--- src/rtl/adc_fe_pkg.sv ---
// Shared definitions for the ADC LVDS front end: alignment FSM states and
// default geometry of the deserializer.
package adc_fe_pkg;

    typedef enum logic [1:0] {
        SEARCH,
        CHECK,
        LOCKED
    } align_state_t;

    localparam int unsigned    DEF_LANES         = 8;
    localparam int unsigned    DEF_WORD_BITS     = 16;
    localparam logic [15:0]    DEF_FRAME_PATTERN = 16'hFF00;
    localparam int unsigned    DEF_LOCK_COUNT    = 4;

endpackage

--- src/rtl/ddr_deser_align_if.sv ---
// Deserialized output bus: aligned words, strobe and alignment status.
interface ddr_deser_align_if
    import adc_fe_pkg::*;
#(
    parameter int unsigned LANES     = DEF_LANES,
    parameter int unsigned WORD_BITS = DEF_WORD_BITS
);

    logic [LANES*WORD_BITS-1:0]     data_out;
    logic                           data_valid;
    logic                           locked;
    logic [$clog2(WORD_BITS)-1:0]   slip_count;
    logic                           align_err;

    modport master (
        output data_out,
        output data_valid,
        output locked,
        output slip_count,
        output align_err
    );

    modport slave (
        input data_out,
        input data_valid,
        input locked,
        input slip_count,
        input align_err
    );

endinterface

--- src/rtl/ddr_lane_shifter.sv ---
// One DDR lane: both-edge capture, 2*WORD_BITS history and the slip-selected
// word window (newest bit at LSB, rising-edge bit older than falling-edge bit).
module ddr_lane_shifter
    import adc_fe_pkg::*;
#(
    parameter int unsigned WORD_BITS = DEF_WORD_BITS
) (
    input  logic                          dco_clk,
    input  logic                          rst_n,
    input  logic                          din,
    input  logic [$clog2(WORD_BITS)-1:0]  slip,
    output logic [WORD_BITS-1:0]          window
);

    logic                    rise_q;
    logic                    fall_q;
    logic [2*WORD_BITS-1:0]  sr;

    always_ff @(posedge dco_clk or negedge rst_n) begin
        if (!rst_n) begin
            rise_q <= 1'b0;
        end else begin
            rise_q <= din;
        end
    end

    always_ff @(negedge dco_clk or negedge rst_n) begin
        if (!rst_n) begin
            fall_q <= 1'b0;
        end else begin
            fall_q <= din;
        end
    end

    always_ff @(posedge dco_clk or negedge rst_n) begin
        if (!rst_n) begin
            sr <= '0;
        end else begin
            sr <= {sr[2*WORD_BITS-3:0], rise_q, fall_q};
        end
    end

    // Shift-then-truncate keeps the select in range for any slip encoding.
    assign window = WORD_BITS'(sr >> slip);

endmodule

--- src/rtl/ddr_deser_align.sv ---
// Multi-lane DDR deserializer with frame-lane (FCO) driven bit-slip alignment.
// Data words are emitted every WORD_BITS/2 cycles independent of lock state.
module ddr_deser_align
    import adc_fe_pkg::*;
#(
    parameter int unsigned            LANES         = DEF_LANES,
    parameter int unsigned            WORD_BITS     = DEF_WORD_BITS,
    parameter logic [WORD_BITS-1:0]   FRAME_PATTERN = WORD_BITS'(DEF_FRAME_PATTERN),
    parameter int unsigned            LOCK_COUNT    = DEF_LOCK_COUNT
) (
    input  logic              dco_clk,
    input  logic              rst_n,
    input  logic [LANES-1:0]  lvds_data,
    input  logic              lvds_frame,
    input  logic              align_en,
    ddr_deser_align_if.master deser
);

    localparam int unsigned SW   = $clog2(WORD_BITS);
    localparam int unsigned HALF = WORD_BITS / 2;
    localparam int unsigned CW   = $clog2(HALF) > 0 ? $clog2(HALF) : 1;

    logic [LANES:0]             lane_in;
    logic [WORD_BITS-1:0]       win [LANES+1];
    logic [CW-1:0]              word_cnt;
    logic                       strobe;
    logic                       frame_match;
    logic [SW-1:0]              slip;
    logic [SW-1:0]              slip_next;

    logic [LANES*WORD_BITS-1:0] data_r;
    logic                       valid_r;

    align_state_t               state;
    logic [3:0]                 match_cnt;
    logic                       miss;
    logic [SW-1:0]              sweep_cnt;
    logic                       locked_r;
    logic                       err_r;

    assign lane_in = {lvds_frame, lvds_data};

    // Index LANES is the frame lane; it shares the slip with the data lanes.
    for (genvar i = 0; i <= LANES; i++) begin : g_lane
        ddr_lane_shifter #(
            .WORD_BITS (WORD_BITS)
        ) u_lane (
            .dco_clk (dco_clk),
            .rst_n   (rst_n),
            .din     (lane_in[i]),
            .slip    (slip),
            .window  (win[i])
        );
    end

    assign strobe      = (word_cnt == CW'(HALF - 1));
    assign frame_match = (win[LANES] == FRAME_PATTERN);
    assign slip_next   = (slip == SW'(WORD_BITS - 1)) ? '0 : slip + 1'b1;

    always_ff @(posedge dco_clk or negedge rst_n) begin
        if (!rst_n) begin
            word_cnt <= '0;
            valid_r  <= 1'b0;
            data_r   <= '0;
        end else begin
            word_cnt <= strobe ? '0 : word_cnt + 1'b1;
            valid_r  <= strobe;
            if (strobe) begin
                for (int unsigned i = 0; i < LANES; i++) begin
                    data_r[i*WORD_BITS +: WORD_BITS] <= win[i];
                end
            end
        end
    end

    always_ff @(posedge dco_clk or negedge rst_n) begin
        if (!rst_n) begin
            state     <= SEARCH;
            slip      <= '0;
            match_cnt <= '0;
            miss      <= 1'b0;
            sweep_cnt <= '0;
            locked_r  <= 1'b0;
            err_r     <= 1'b0;
        end else begin
            err_r <= 1'b0;
            if (!align_en) begin
                state     <= SEARCH;
                match_cnt <= '0;
                miss      <= 1'b0;
                sweep_cnt <= '0;
                locked_r  <= 1'b0;
            end else if (strobe) begin
                case (state)
                    SEARCH: begin
                        if (frame_match) begin
                            sweep_cnt <= '0;
                            match_cnt <= 4'd1;
                            if (LOCK_COUNT == 1) begin
                                state    <= LOCKED;
                                locked_r <= 1'b1;
                            end else begin
                                state <= CHECK;
                            end
                        end else begin
                            slip <= slip_next;
                            // A full sweep without a match is reported, then retried.
                            if (sweep_cnt == SW'(WORD_BITS - 1)) begin
                                err_r     <= 1'b1;
                                sweep_cnt <= '0;
                            end else begin
                                sweep_cnt <= sweep_cnt + 1'b1;
                            end
                        end
                    end
                    CHECK: begin
                        if (frame_match) begin
                            match_cnt <= match_cnt + 4'd1;
                            if ((match_cnt + 4'd1) == 4'(LOCK_COUNT)) begin
                                state    <= LOCKED;
                                locked_r <= 1'b1;
                            end
                        end else begin
                            state     <= SEARCH;
                            slip      <= slip_next;
                            match_cnt <= '0;
                        end
                    end
                    LOCKED: begin
                        if (frame_match) begin
                            miss <= 1'b0;
                        end else if (miss) begin
                            state     <= SEARCH;
                            locked_r  <= 1'b0;
                            err_r     <= 1'b1;
                            miss      <= 1'b0;
                            match_cnt <= '0;
                        end else begin
                            miss <= 1'b1;
                        end
                    end
                    default: begin
                        state    <= SEARCH;
                        locked_r <= 1'b0;
                    end
                endcase
            end
        end
    end

    assign deser.data_out   = data_r;
    assign deser.data_valid = valid_r;
    assign deser.locked     = locked_r;
    assign deser.slip_count = slip;
    assign deser.align_err  = err_r;

endmodule

--- src/flat_wrapper.sv ---
// flat-port wrapper written by rule: the top's interface ports become plain ports
module ddr_deser_align_flat import adc_fe_pkg::*;
#(
    parameter int unsigned            LANES         = DEF_LANES,
    parameter int unsigned            WORD_BITS     = DEF_WORD_BITS,
    parameter logic [WORD_BITS-1:0]   FRAME_PATTERN = WORD_BITS'(DEF_FRAME_PATTERN),
    parameter int unsigned            LOCK_COUNT    = DEF_LOCK_COUNT
)
  (dco_clk, rst_n, lvds_data, lvds_frame, align_en, deser_data_out, deser_data_valid, deser_locked, deser_slip_count, deser_align_err);
  ddr_deser_align_if #(.LANES(LANES), .WORD_BITS(WORD_BITS)) deser_i ();
  input  logic dco_clk;
  input  logic rst_n;
  input  logic [LANES-1:0] lvds_data;
  input  logic lvds_frame;
  input  logic align_en;
  output wire logic [$bits(deser_i.data_out)-1:0] deser_data_out;
  output wire logic [$bits(deser_i.data_valid)-1:0] deser_data_valid;
  output wire logic [$bits(deser_i.locked)-1:0] deser_locked;
  output wire logic [$bits(deser_i.slip_count)-1:0] deser_slip_count;
  output wire logic [$bits(deser_i.align_err)-1:0] deser_align_err;
  assign deser_data_out = deser_i.data_out;
  assign deser_data_valid = deser_i.data_valid;
  assign deser_locked = deser_i.locked;
  assign deser_slip_count = deser_i.slip_count;
  assign deser_align_err = deser_i.align_err;
  ddr_deser_align #(.LANES(LANES), .WORD_BITS(WORD_BITS), .FRAME_PATTERN(FRAME_PATTERN), .LOCK_COUNT(LOCK_COUNT)) u_core (.dco_clk(dco_clk), .rst_n(rst_n), .lvds_data(lvds_data), .lvds_frame(lvds_frame), .align_en(align_en), .deser(deser_i));
endmodule
--- config.mk ---
export PLATFORM = sky130hd
export DESIGN_NAME = ddr_deser_align_flat
export DESIGN_NICKNAME = d
export VERILOG_FILES = /design/src/rtl/adc_fe_pkg.sv /design/src/rtl/ddr_deser_align_if.sv /design/src/rtl/ddr_lane_shifter.sv /design/src/rtl/ddr_deser_align.sv /design/src/flat_wrapper.sv
export SDC_FILE = /design/constraint.sdc
export NUM_CORES = 1
export LEC_CHECK = 0
export BUFFER_PORTS_ARGS = -buffer_cell sky130_fd_sc_hd__buf_2
export CORE_MARGIN = 2
export CORE_UTILIZATION = 40
export CTS_CLUSTER_DIAMETER = 200
export CTS_CLUSTER_SIZE = 14
export DETAILED_ROUTE_END_ITERATION = 7
export GPL_TIMING_DRIVEN = 0
export PLACE_DENSITY = 0.64
export SYNTH_ARGS = -nofsm -noshare
export SYNTH_HDL_FRONTEND = slang
export SYNTH_HIERARCHICAL = 1
export SYNTH_SLANG_ARGS = --single-unit
--- constraint.sdc ---
create_clock -name dco_clk -period 3.8 [get_ports dco_clk]
set_clock_uncertainty 0.15 [all_clocks]
set_input_delay 0.19 -clock dco_clk [delete_from_list [all_inputs] [get_ports dco_clk]]
set_output_delay 0.19 -clock dco_clk [all_outputs]
set_load 0.05 [all_outputs]
==> results.py <==
metrics = {
    "run_status": {
        "status": "finished clean",
    },
    "die": {
        "core-area_um2": 56700,
        "die_w_um": 244,
        "io_pins": 147,
        "start_util": 0.406,
        "std_cell_rows": 87,
        "die_height_um": 244,
        "fp.dieArea_um2": 59600,
    },
    "timing": {
        "fin_crit_ns": 3.65,
        "hold_viol": 0,
        "slew_viol_final": 0,
        "rsz0062_at_grt": "false",
        "period_share": 0.959,
        "hold_ws_ns": 0.138,
        "finalSetupViolCount": 0,
        "tightest_slew_ns": 0.936,
        "slew_headroom": 0.376,
        "max_freq_ghz": 0.274,
        "tns_ns": 0,
    },
    "yosys": {
        "yosysSeqAreaShare": 0.484,
        "ys_warn_count": 6,
        "synth-simple-area-share": 0.0293,
        "synth-compound-area-share": 0.0389,
        "synthAdderAreaFrac": 0.00543,
        "avgSynthCellArea_um2": 16.0,
        "synth_xor_area_frac": 0.000760,
        "synth_edf_count": 0,
        "synth_area_um2": 23000,
        "synthArstFlopShare": 1.00,
        "yosys-mux-area-fraction": 0.400,
        "yosysUniqueCellTypes": 56,
        "synth_nets": 1461,
        "ys.flop_type": "dfrtp_1",
        "ys_ff_latch": 446,
        "syn_inst": 1439,
        "synth_top_family_by_area": "multiplexers",
    },
    "placement": {
        "numPortBuffers": 146,
        "gp_congestion": 0.863,
        "placed_area_um2": 24800,
        "hpwl_um": 36800,
    },
    "finish": {
        "post_route_cells_drive_above_1_share": 0.367,
        "multi_input_area_um2": 10900,
        "n_fill_cell": 4858,
        "syn_to_final_growth_pct": 13.2,
        "regArea_um2": 11200,
        "nets": 1666,
        "mostFrequentLayoutCell": "dfrtp_1",
        "fin_area_um2": 26100,
        "diodes": 0,
        "final_cell_mix": "dfrtp_1 (433), mux2i_1 (225), buf_2 (173), mux2_2 (164), mux4_2 (153)",
    },
    "global_routing": {
        "overflow": 0,
        "grt_pass1_wl_um": 83900,
        "grt_usage": 0.176,
        "antenna_found_initial": 1,
        "grt_pass1_vias": 14700,
        "grt_max_degree": 127,
    },
    "drt": {
        "routedWlPerCell_um": 21.6,
        "drc": 0,
        "ant_nets": 0,
        "vias": 14100,
        "firstDrtPassIters": 5,
        "drtIter0Drc": 1053,
        "viasPerCell": 5.80,
        "wirelength_um": 52300,
    },
    "critical_path": {
        "arrival_ns": 3.95,
        "worstPathRequired_ns": 4.10,
        "r2r_setup_slack_ns": 0.15,
        "cp-startpoint": "u_core/deser.slip_count[2]",
        "crit_type": "flip-flop to flip-flop",
        "cp-end-kind": "flip-flop",
        "reg2reg_from": "u_core/deser.slip_count[2]",
        "crit_chain": "buf_6 -> buf_12 -> buf_4 -> mux4_2 -> a22oi_1 -> o21ai_1 -> or4_4 -> or4_4 -> a221oi_4 -> o2111ai_2 -> o211ai_1",
        "cp_max_fo": 10,
        "crit_slowest_cell": "or4_4",
        "worst_setup_path_start_kind": "flip-flop",
        "cp_slowest_stage_delay_ns": 0.60,
        "crit_top_cell": "or4_4",
    },
    "min_path": {
        "min_path_type": "input port to flip-flop",
        "min_from": "lvds_data[0]",
    },
    "clocking": {
        "htreeDepth": 2,
        "clkSinkCount": 446,
        "numCtsBuffers": 37,
        "insertion_delay_ns": 0.56,
        "cts_tree": "yes",
        "cts-root-buf": "clkbuf_16",
        "ctsLongestPathBuffers": 3,
        "path_clk_slew_ns": 0.07,
    },
    "power_and_ir_drop": {
        "finalPower_w": 0.0207,
        "p_per_area_nw_per_um2": 793,
        "ir_drop_uv": 554,
        "leakage_nw": 10.9,
    },
    "flow_run": {
        "drv_cap": 0,
    },
}
[worst max-delay path, delay by kind of cell, from the launching register on]
kind | cells | cell delay (ns)
flip-flops | 1 | 0.51
buffers and inverters | 3 | 0.48
AND/OR/NAND/NOR | 2 | 1.15
AO/OA/AOI/OAI | 5 | 0.94
multiplexers | 1 | 0.29
[routing by layer]
| metal | vias to the layer above | part of all wire | global-route usage |
|---|---|---|---|
| li1 | 6144 | - | - |
| met1 | 7419 | 0.43 | 0.245 |
| met2 | 424 | 0.48 | 0.280 |
| met3 | 86 | 0.060 | 0.0358 |
| met4 | 2 | 0.027 | 0.0538 |
| met5 | - | 0.00025 | 0 |
[cells by family (layout without fill, tap and decap cells)]
kind of cell / after synthesis / count (layout)
AO/OA/AOI/OAI: 118 / 118
multiplexers: 607 / 607
flip-flops: 446 / 446
XOR/XNOR: 2 / 2
buffers and inverters: 129 / 359
AND/OR/NAND/NOR: 127 / 127
adder cells (fa/ha/maj): 10 / 10
[registers in the layout, summed over array words and instances (netlist names)]
register and count:
u_core/sweep_cnt 4, u_core/g_lane.u_lane/fall_q 9, u_core/deser.data_out 128, u_core/deser.slip_count 4, u_core/deser.data_valid 1, u_core/match_cnt 4, u_core/g_lane.u_lane/sr 279, u_core/g_lane.u_lane/rise_q 9
u_core/word_cnt 3, u_core/miss 1, u_core/state 2, u_core/deser.locked 1, u_core/deser.align_err 1
[layout make-up]
cell class | instances | area share
Inverter | 22 | 0.00316
Tap cell | 756 | 0.0362
Timing Repair Buffer | 166 | 0.0383
Clock inverter | 1 | 0.000623
Sequential cell | 446 | 0.428
Multi-Input combinational cell | 864 | 0.420
Clock buffer | 63 | 0.0404
Buffer | 107 | 0.0336
[Yosys cell counts, drive strengths merged (5+ instances only)]
| library cell | instances | area (µm²) |
|---|---|---|
| dfrtp | 437 | 10900 |
| mux2i | 225 | 2250 |
| mux4 | 216 | 5100 |
| mux2 | 166 | 1870 |
| buf | 83 | 771 |
| nor2 | 44 | 168 |
| a221oi | 37 | 342 |
| nand2 | 31 | 116 |
| clkbuf | 24 | 100 |
| o21ai | 20 | 100 |
| a22oi | 19 | 143 |
| o22ai | 19 | 119 |
| inv | 13 | 48.8 |
| ha | 10 | 125 |
| nand2b | 10 | 62.6 |
| nor2b | 10 | 62.6 |
| clkinv | 9 | 33.8 |
| dfrtn | 9 | 225 |
| nand3 | 6 | 30.0 |
| a21oi | 5 | 25.0 |
[path summary, 6_finish.rpt]
check                                            endpoint  cells past startpoint
hold reg to reg             u_core/g_lane[1].u_lane/sr[1]                      0
hold / removal             u_core/g_lane[0].u_lane/rise_q                      2
setup / recovery                          u_core/state[0]                     11
setup reg to reg                          u_core/state[0]                     11
max in group asynchronous  u_core/g_lane[3].u_lane/fall_q                      4
min in group asynchronous       u_core/deser.data_out[86]                      3
[what timing repair did]
item,4_1_cts,5_1_grt
endpoints found under the hold margin,100,0
hold buffers,12,0
pin swaps,1,1
endpoints found under the setup margin,17,11
gates resized for setup,5,5
setup buffers,5,0
[stage by stage]
stage,cells,setup slack [ns],utilization
after floorplan,1439,0.102,-
after global placement,2341,-7.83,0.436
after detailed placement,2344,-0.518,0.438
after CTS,2425,0.0350,0.460
after global routing,2425,0.00231,0.460
final,2425,0.155,0.460
[power breakdown]
| part | switching [W] | leakage [nW] | internal (W) |
|---|---|---|---|
| combinational | 0.00640 | 5.18 | 0.00444 |
| clock | 0.00172 | 0.511 | 0.00189 |
| sequential | 0.000629 | 5.22 | 0.00563 |
Power figures use the tool's default switching activity.
